===== src/rtl/spi_pkg.sv =====
// Shared SPI constants and FSM state type used by the XPU SPI master and the
// loopback receiver, so both sides agree on the frame length and control words.
package spi_pkg;

  localparam int SPI_DATA_LENGTH = 24;

  localparam logic [SPI_DATA_LENGTH-1:0] SPI_HIGH = 24'hAAAAAA;
  localparam logic [SPI_DATA_LENGTH-1:0] SPI_LOW  = 24'h555555;

  typedef enum logic [1:0] {
    ST_IDLE  = 2'b00,
    ST_SHIFT = 2'b01,
    ST_CHECK = 2'b11
  } spi_rx_state_e;

endpackage


===== src/rtl/spi_frame_rx_if.sv =====
// Parallel frame output of spi_frame_rx: valid/ready word stream plus status flags.
// The receiver drives it through the master modport; the consumer uses slave.
interface spi_frame_rx_if import spi_pkg::*; #(
  parameter int DATA_LENGTH = SPI_DATA_LENGTH
) ();

  logic [DATA_LENGTH-1:0] rx_data;
  logic                   rx_valid;
  logic                   rx_ready;
  logic                   rx_len_err;
  logic                   rx_overflow;
  logic                   rx_busy;
  logic                   rx_is_high;
  logic                   rx_is_low;

  modport master (
    output rx_data, rx_valid, rx_len_err, rx_overflow, rx_busy, rx_is_high, rx_is_low,
    input  rx_ready
  );

  modport slave (
    input  rx_data, rx_valid, rx_len_err, rx_overflow, rx_busy, rx_is_high, rx_is_low,
    output rx_ready
  );

endinterface


===== src/rtl/spi_in_sync.sv =====
// SYNC_FF-deep synchronizer for one asynchronous SPI line, followed by a level
// flop and registered rise/fall pulses. RST_VAL is the idle level of the line.
module spi_in_sync #(
  parameter int   SYNC_FF = 2,
  parameter logic RST_VAL = 1'b0
) (
  input  logic clk,
  input  logic rstn,
  input  logic din,
  output logic dout,
  output logic rise,
  output logic fall
);

  logic [SYNC_FF-1:0] sync_q, sync_d;
  logic [SYNC_FF:0]   seen_q, seen_d;
  logic               level_q, level_d;
  logic               rise_q, rise_d;
  logic               fall_q, fall_d;

  // seen_q marks stages holding a real sample rather than the reset value, so a
  // line that is already away from its idle level at reset release is not an edge.
  always_comb begin
    sync_d  = {sync_q[SYNC_FF-2:0], din};
    seen_d  = {seen_q[SYNC_FF-1:0], 1'b1};
    level_d = sync_q[SYNC_FF-1];
    rise_d  = seen_q[SYNC_FF] &  sync_q[SYNC_FF-1] & ~level_q;
    fall_d  = seen_q[SYNC_FF] & ~sync_q[SYNC_FF-1] &  level_q;
  end

  always_ff @(posedge clk or negedge rstn) begin
    if (!rstn) begin
      sync_q  <= {SYNC_FF{RST_VAL}};
      seen_q  <= '0;
      level_q <= RST_VAL;
      rise_q  <= 1'b0;
      fall_q  <= 1'b0;
    end else begin
      sync_q  <= sync_d;
      seen_q  <= seen_d;
      level_q <= level_d;
      rise_q  <= rise_d;
      fall_q  <= fall_d;
    end
  end

  assign dout = level_q;
  assign rise = rise_q;
  assign fall = fall_q;

endmodule


===== src/rtl/spi_frame_rx.sv =====
// Oversampling LSB-first SPI frame receiver with valid/ready output.
// Define SPI_RX_DECODE_EN to build the SPI_HIGH/SPI_LOW word decoders.
module spi_frame_rx import spi_pkg::*; #(
  parameter int DATA_LENGTH = SPI_DATA_LENGTH,
  parameter int SYNC_FF     = 2   // legal range 2..4
) (
  input  logic           clk,
  input  logic           rstn,
  input  logic           spi_sclk,
  input  logic           spi_csn,
  input  logic           spi_mosi,
  spi_frame_rx_if.master rx
);

  localparam int               CNT_W    = $clog2(DATA_LENGTH + 1) + 1;
  localparam logic [CNT_W-1:0] CNT_FULL = CNT_W'(DATA_LENGTH);
  localparam logic [CNT_W-1:0] CNT_SAT  = CNT_W'(DATA_LENGTH + 1);

  logic sclk_fall, csn_rise, csn_fall, mosi_s;
  logic sclk_dout_unused, sclk_rise_unused, csn_dout_unused;
  logic mosi_rise_unused, mosi_fall_unused;

  spi_in_sync #(.SYNC_FF(SYNC_FF), .RST_VAL(1'b0)) u_sync_sclk (
    .clk(clk), .rstn(rstn), .din(spi_sclk),
    .dout(sclk_dout_unused), .rise(sclk_rise_unused), .fall(sclk_fall)
  );

  spi_in_sync #(.SYNC_FF(SYNC_FF), .RST_VAL(1'b1)) u_sync_csn (
    .clk(clk), .rstn(rstn), .din(spi_csn),
    .dout(csn_dout_unused), .rise(csn_rise), .fall(csn_fall)
  );

  spi_in_sync #(.SYNC_FF(SYNC_FF), .RST_VAL(1'b0)) u_sync_mosi (
    .clk(clk), .rstn(rstn), .din(spi_mosi),
    .dout(mosi_s), .rise(mosi_rise_unused), .fall(mosi_fall_unused)
  );

  spi_rx_state_e          state_q, state_d;
  logic [CNT_W-1:0]       bit_cnt_q, bit_cnt_d;
  logic [DATA_LENGTH-1:0] shift_q, shift_d;
  logic [DATA_LENGTH-1:0] data_q, data_d;
  logic                   valid_q, valid_d;
  logic                   len_err_q, len_err_d;
  logic                   overflow_q, overflow_d;
  logic                   load;

  assign load = (state_q == ST_CHECK) && (bit_cnt_q == CNT_FULL) &&
                (!valid_q || rx.rx_ready);

  always_comb begin
    state_d    = state_q;
    bit_cnt_d  = bit_cnt_q;
    shift_d    = shift_q;
    data_d     = data_q;
    valid_d    = valid_q;
    len_err_d  = 1'b0;
    overflow_d = overflow_q;

    if (valid_q && rx.rx_ready) valid_d = 1'b0;

    case (state_q)
      ST_IDLE: begin
        bit_cnt_d = '0;
        if (csn_fall) begin
          state_d = ST_SHIFT;
          shift_d = '0;
        end
      end
      ST_SHIFT: begin
        // A coincident csn rise still lets this cycle's bit land before CHECK.
        if (sclk_fall) begin
          for (int i = 0; i < DATA_LENGTH; i++) begin
            if (bit_cnt_q == CNT_W'(i)) shift_d[i] = mosi_s;
          end
          if (bit_cnt_q != CNT_SAT) bit_cnt_d = bit_cnt_q + CNT_W'(1);
        end
        if (csn_rise) state_d = ST_CHECK;
      end
      ST_CHECK: begin
        state_d = ST_IDLE;
        if (bit_cnt_q != CNT_FULL) begin
          len_err_d = 1'b1;
        end else if (load) begin
          data_d  = shift_q;
          valid_d = 1'b1;
        end else begin
          overflow_d = 1'b1;
        end
      end
      default: state_d = ST_IDLE;
    endcase
  end

  always_ff @(posedge clk or negedge rstn) begin
    if (!rstn) begin
      state_q    <= ST_IDLE;
      bit_cnt_q  <= '0;
      shift_q    <= '0;
      data_q     <= '0;
      valid_q    <= 1'b0;
      len_err_q  <= 1'b0;
      overflow_q <= 1'b0;
    end else begin
      state_q    <= state_d;
      bit_cnt_q  <= bit_cnt_d;
      shift_q    <= shift_d;
      data_q     <= data_d;
      valid_q    <= valid_d;
      len_err_q  <= len_err_d;
      overflow_q <= overflow_d;
    end
  end

  assign rx.rx_data     = data_q;
  assign rx.rx_valid    = valid_q;
  assign rx.rx_len_err  = len_err_q;
  assign rx.rx_overflow = overflow_q;
  assign rx.rx_busy     = (state_q == ST_SHIFT);

`ifdef SPI_RX_DECODE_EN
  logic is_high_q, is_high_d, is_low_q, is_low_d;

  always_comb begin
    is_high_d = is_high_q;
    is_low_d  = is_low_q;
    if (load) begin
      is_high_d = (shift_q == DATA_LENGTH'(SPI_HIGH));
      is_low_d  = (shift_q == DATA_LENGTH'(SPI_LOW));
    end
  end

  always_ff @(posedge clk or negedge rstn) begin
    if (!rstn) begin
      is_high_q <= 1'b0;
      is_low_q  <= 1'b0;
    end else begin
      is_high_q <= is_high_d;
      is_low_q  <= is_low_d;
    end
  end

  assign rx.rx_is_high = is_high_q;
  assign rx.rx_is_low  = is_low_q;
`else
  assign rx.rx_is_high = 1'b0;
  assign rx.rx_is_low  = 1'b0;
`endif

endmodule

===== src/flat_wrapper.sv =====
// flat-port wrapper written by rule: the top's interface ports become plain ports
module spi_frame_rx_flat import spi_pkg::*;
#(
  parameter int DATA_LENGTH = SPI_DATA_LENGTH,
  parameter int SYNC_FF     = 2                      
)
  (clk, rstn, spi_sclk, spi_csn, spi_mosi, rx_rx_data, rx_rx_valid, rx_rx_len_err, rx_rx_overflow, rx_rx_busy, rx_rx_is_high, rx_rx_is_low, rx_rx_ready);
  spi_frame_rx_if #(.DATA_LENGTH(DATA_LENGTH)) rx_i ();
  input  logic clk;
  input  logic rstn;
  input  logic spi_sclk;
  input  logic spi_csn;
  input  logic spi_mosi;
  output wire logic [$bits(rx_i.rx_data)-1:0] rx_rx_data;
  output wire logic [$bits(rx_i.rx_valid)-1:0] rx_rx_valid;
  output wire logic [$bits(rx_i.rx_len_err)-1:0] rx_rx_len_err;
  output wire logic [$bits(rx_i.rx_overflow)-1:0] rx_rx_overflow;
  output wire logic [$bits(rx_i.rx_busy)-1:0] rx_rx_busy;
  output wire logic [$bits(rx_i.rx_is_high)-1:0] rx_rx_is_high;
  output wire logic [$bits(rx_i.rx_is_low)-1:0] rx_rx_is_low;
  input wire logic [$bits(rx_i.rx_ready)-1:0] rx_rx_ready;
  assign rx_rx_data = rx_i.rx_data;
  assign rx_rx_valid = rx_i.rx_valid;
  assign rx_rx_len_err = rx_i.rx_len_err;
  assign rx_rx_overflow = rx_i.rx_overflow;
  assign rx_rx_busy = rx_i.rx_busy;
  assign rx_rx_is_high = rx_i.rx_is_high;
  assign rx_rx_is_low = rx_i.rx_is_low;
  assign rx_i.rx_ready = rx_rx_ready;
  spi_frame_rx #(.DATA_LENGTH(DATA_LENGTH), .SYNC_FF(SYNC_FF)) u_core (.clk(clk), .rstn(rstn), .spi_sclk(spi_sclk), .spi_csn(spi_csn), .spi_mosi(spi_mosi), .rx(rx_i));
endmodule

===== config.mk =====
export PLATFORM = sky130hd
export DESIGN_NAME = spi_frame_rx_flat
export DESIGN_NICKNAME = d
export VERILOG_FILES = /design/src/rtl/spi_pkg.sv /design/src/rtl/spi_frame_rx_if.sv /design/src/rtl/spi_in_sync.sv /design/src/rtl/spi_frame_rx.sv /design/src/flat_wrapper.sv
export SDC_FILE = /design/constraint.sdc
export NUM_CORES = 1
export LEC_CHECK = 0
export BUFFER_PORTS_ARGS = -buffer_cell sky130_fd_sc_hd__buf_2
export CORE_UTILIZATION = 40
export CTS_BUF_LIST = sky130_fd_sc_hd__clkbuf_4 sky130_fd_sc_hd__clkbuf_8 sky130_fd_sc_hd__clkbuf_16
export CTS_CLUSTER_DIAMETER = 50
export DETAILED_ROUTE_END_ITERATION = 6
export PLACE_DENSITY_LB_ADDON = 0.08
export SKIP_LAST_GASP = 1
export SLEW_MARGIN = 20
export SYNTH_ARGS = -nofsm -noshare
export SYNTH_HDL_FRONTEND = slang
export SYNTH_SLANG_ARGS = --single-unit

===== constraint.sdc =====
create_clock -name clk -period 5.2 [get_ports clk]
set_input_delay 1.04 -clock clk [delete_from_list [all_inputs] [get_ports clk]]
set_output_delay 1.04 -clock clk [all_outputs]
set_load 0.02 [all_outputs]

==> reports/metrics.yaml <==
outcome: "completed"
fmax_mhz: 390
core-area_um2: 7890
hpwlAfterDp_mm: 4.18
syn_area_um2: 3320
worst_setup_hold_path_clk_slew_ns: 0.08
yosysUniqueCellTypes: 38
boundaryPins: 36
ctsResizeCount: 0
grt_max_degree: 75
clock-sinks: 74
finalSetupTns_ns: 0
final_util_pct: 47.8
syn_inst: 292
worstMarginPinSlew_ns: 0.923
drtPass1Iterations: 5
end_kind: "primary output"
grt_pass1_wl_mm: 12.2
yosysTopAreaCellShare_pct: 53.4
required_ns: 4.16
final_cell_mix: "dfrtp_1, nand3_1, buf_2"
cts-root-buf: "clkbuf_8"
cpMaxStageDelayCell: "dfrtp_1"
wl_mm: 7.11
start_util_pct: 42.1
first_global_vias: 2329
grt_setup_unrepaired: "false"
layout_commonest_cell: "dfrtp_1"
ir_drop_mv: 0.167
drv_cap: 0
crit_type: "flip-flop to primary output"
netlist_top_cells_area: "dfrtp_1, mux2_2, nand3_1, o211ai_1, o21ai_0"
hold_class: "flip-flop to flip-flop"
ys_ff_latch: 74
fp.dieArea_um2: 8680
die_x_um: 93.2
htreeDepth: 3
slew_headroom_pct: 38.5
cpLargestDelayFamily: "flip-flops"
routabilityCongestion: 0.807
synth_warnings: 0
num_antenna_cells: 0
cp_cell_sequence: "nor2b_1 -> buf_2"
ys_seq_area_share_pct: 55.8
nNetsFinal: 325
drc_errors: 0
drt-initial-drc-count: 213
drv_slew: 0
postCtsSetupRepairBufs: 0
grt.overflow.total: 0
grt_util_all_layers_pct: 18.6
cp.arrival_ns: 1.52
cts_buffer_depth: 2
avgRoutedWirePerCell_um: 16.8
crit_path_max_fanout: 16
cts_buffers: 9
syn_to_final_growth_pct: 13.4
die_height_um: 93.2
power_leakage_uw: 0.00177
yosys.area.top_type: "dfrtp_1"
avgSynthCellArea_um2: 11.4
period_share_pct: 49.3
power_density_nw_per_um2: 341
hold_buffers: 0
antenna_left: 0
port-buffer-count: 33
post_drt_via_cell_ratio: 5.59
cp_num_buf_inv: 1
antenna_found_initial: 0
critical_path.max_stage_delay_ns: 0.68
fp-row-count: 32
finalHoldViolCount: 0
cts_tree: "yes"
clock_skew_ns: 0.00665
period_minus_slack_ns: 2.56
clk_latency_ns: 0.35
finalSetupViolCount: 0
vias: 2358
cp-start-kind: "flip-flop"
drive_above_1_share_pct: 28.1
-- worst paths after layout --
path / from / end / slack (ns) / depth (start not counted)
max reg2reg: u_core.bit_cnt_q[0] / u_core.rx.rx_data[2] / 2.88 / 6
max in group asynchronous: rstn / u_core.shift_q[4] / 3.78 / 1
min in group asynchronous: rstn / u_core.rx.rx_data[17] / 0.82 / 1
min: u_core.u_sync_mosi.sync_q[0] / u_core.u_sync_mosi.sync_q[1] / 0.35 / 0
max: u_core.state_q[0] / rx_rx_busy / 2.64 / 2
min reg2reg: u_core.u_sync_mosi.sync_q[0] / u_core.u_sync_mosi.sync_q[1] / 0.35 / 0
-- cell usage after synthesis --
| cell type | number |
|---|---|
| buf_6 | 2 |
| nor2b_1 | 3 |
| inv_1 | 8 |
| nor4b_2 | 1 |
| buf_1 | 2 |
| and4bb_2 | 3 |
| dfstp_2 | 3 |
| a21o_1 | 1 |
| dfrtp_1 | 71 |
| and3b_1 | 1 |
| nor4_1 | 3 |
| buf_4 | 2 |
| nand2_1 | 8 |
| mux2i_1 | 4 |
| nor3_4 | 1 |
| nand3_1 | 52 |
| o211ai_1 | 26 |
| o21ai_0 | 26 |
| buf_2 | 6 |
| and4b_1 | 1 |
| or2_2 | 1 |
| nand4bb_4 | 1 |
| a21oi_1 | 2 |
| nor4b_1 | 2 |
| or4_1 | 1 |
| or4b_2 | 3 |
| o21bai_1 | 2 |
| nor2_1 | 5 |
| clkbuf_1 | 13 |
| o22ai_1 | 2 |
| nand4bb_1 | 2 |
| a311oi_1 | 1 |
| and2_1 | 1 |
| nand4_1 | 1 |
| ha_1 | 4 |
| mux2_2 | 24 |
| nor4bb_1 | 1 |
| conb_1 | 2 |
-- power breakdown --
part / switching, uW / internal, uW / total (uW)
registers: 30.6 / 606 / 636
clock network: 223 / 284 / 507
logic: 96.4 / 44.3 / 141
total: 350 / 934 / 1280
-- metrics by stage --
| step | instances | worst slack (ns) | area [um2] | hold slack, ns | power [uW] |
|---|---|---|---|---|---|
| 2_1_floorplan | 293 | 2.98 | 3330 | 0.331 | 733 |
| 3_3_place_gp | 405 | 2.56 | 3520 | 0.331 | 784 |
| 3_5_place_dp | 405 | 2.49 | 3520 | 0.337 | 785 |
| 4_1_cts | 421 | 2.47 | 3750 | 0.356 | 1300 |
| 5_1_grt | 422 | 2.52 | 3770 | 0.360 | 1340 |
| 6_report | 422 | 2.64 | 3770 | 0.353 | 1280 |
-- cell type report --
cell class                      count  area, um2
Clock buffer                       10        138
Inverter                            8       30.0
Tap cell                          102        128
Timing Repair Buffer               36        198
Clock inverter                      6       90.1
Sequential cell                    74       1860
Multi-Input combinational cell    186       1330
Fill cell                         767       4120
-- metal layers --
layer  part of all wire [%]  vias to the layer above  global-route usage [%]
li1                       -                     1119                       -
met5                      0                        -                       0
met3                    4.6                       21                    3.74
met2                     43                       78                    26.2
met1                     49                     1140                    26.5
met4                    3.1                        0                    10.9
-- sequential cells by signal, summed over array words and instances, names as in the netlist, 2 cells and up --
name and flops:
u_core.u_sync_mosi.sync_q 2, u_core.u_sync_sclk.seen_q 2, u_core.u_sync_csn.sync_q 2, u_core.u_sync_sclk.sync_q 2, u_core.rx.rx_data 24, u_core.state_q 2, u_core.bit_cnt_q 6, u_core.shift_q 24
-- logic make-up after synthesis --
group | Yosys count | share of synthesized area (%)
fa+ha+maj | 4 | 1.51
other cells | 2 | 0.226
flops | 74 | 55.8
buf+inv | 33 | 4.63
mux | 28 | 9.33
compound gates | 60 | 11.4
simple gates | 91 | 17.1
(Power assumes the default switching activity.)
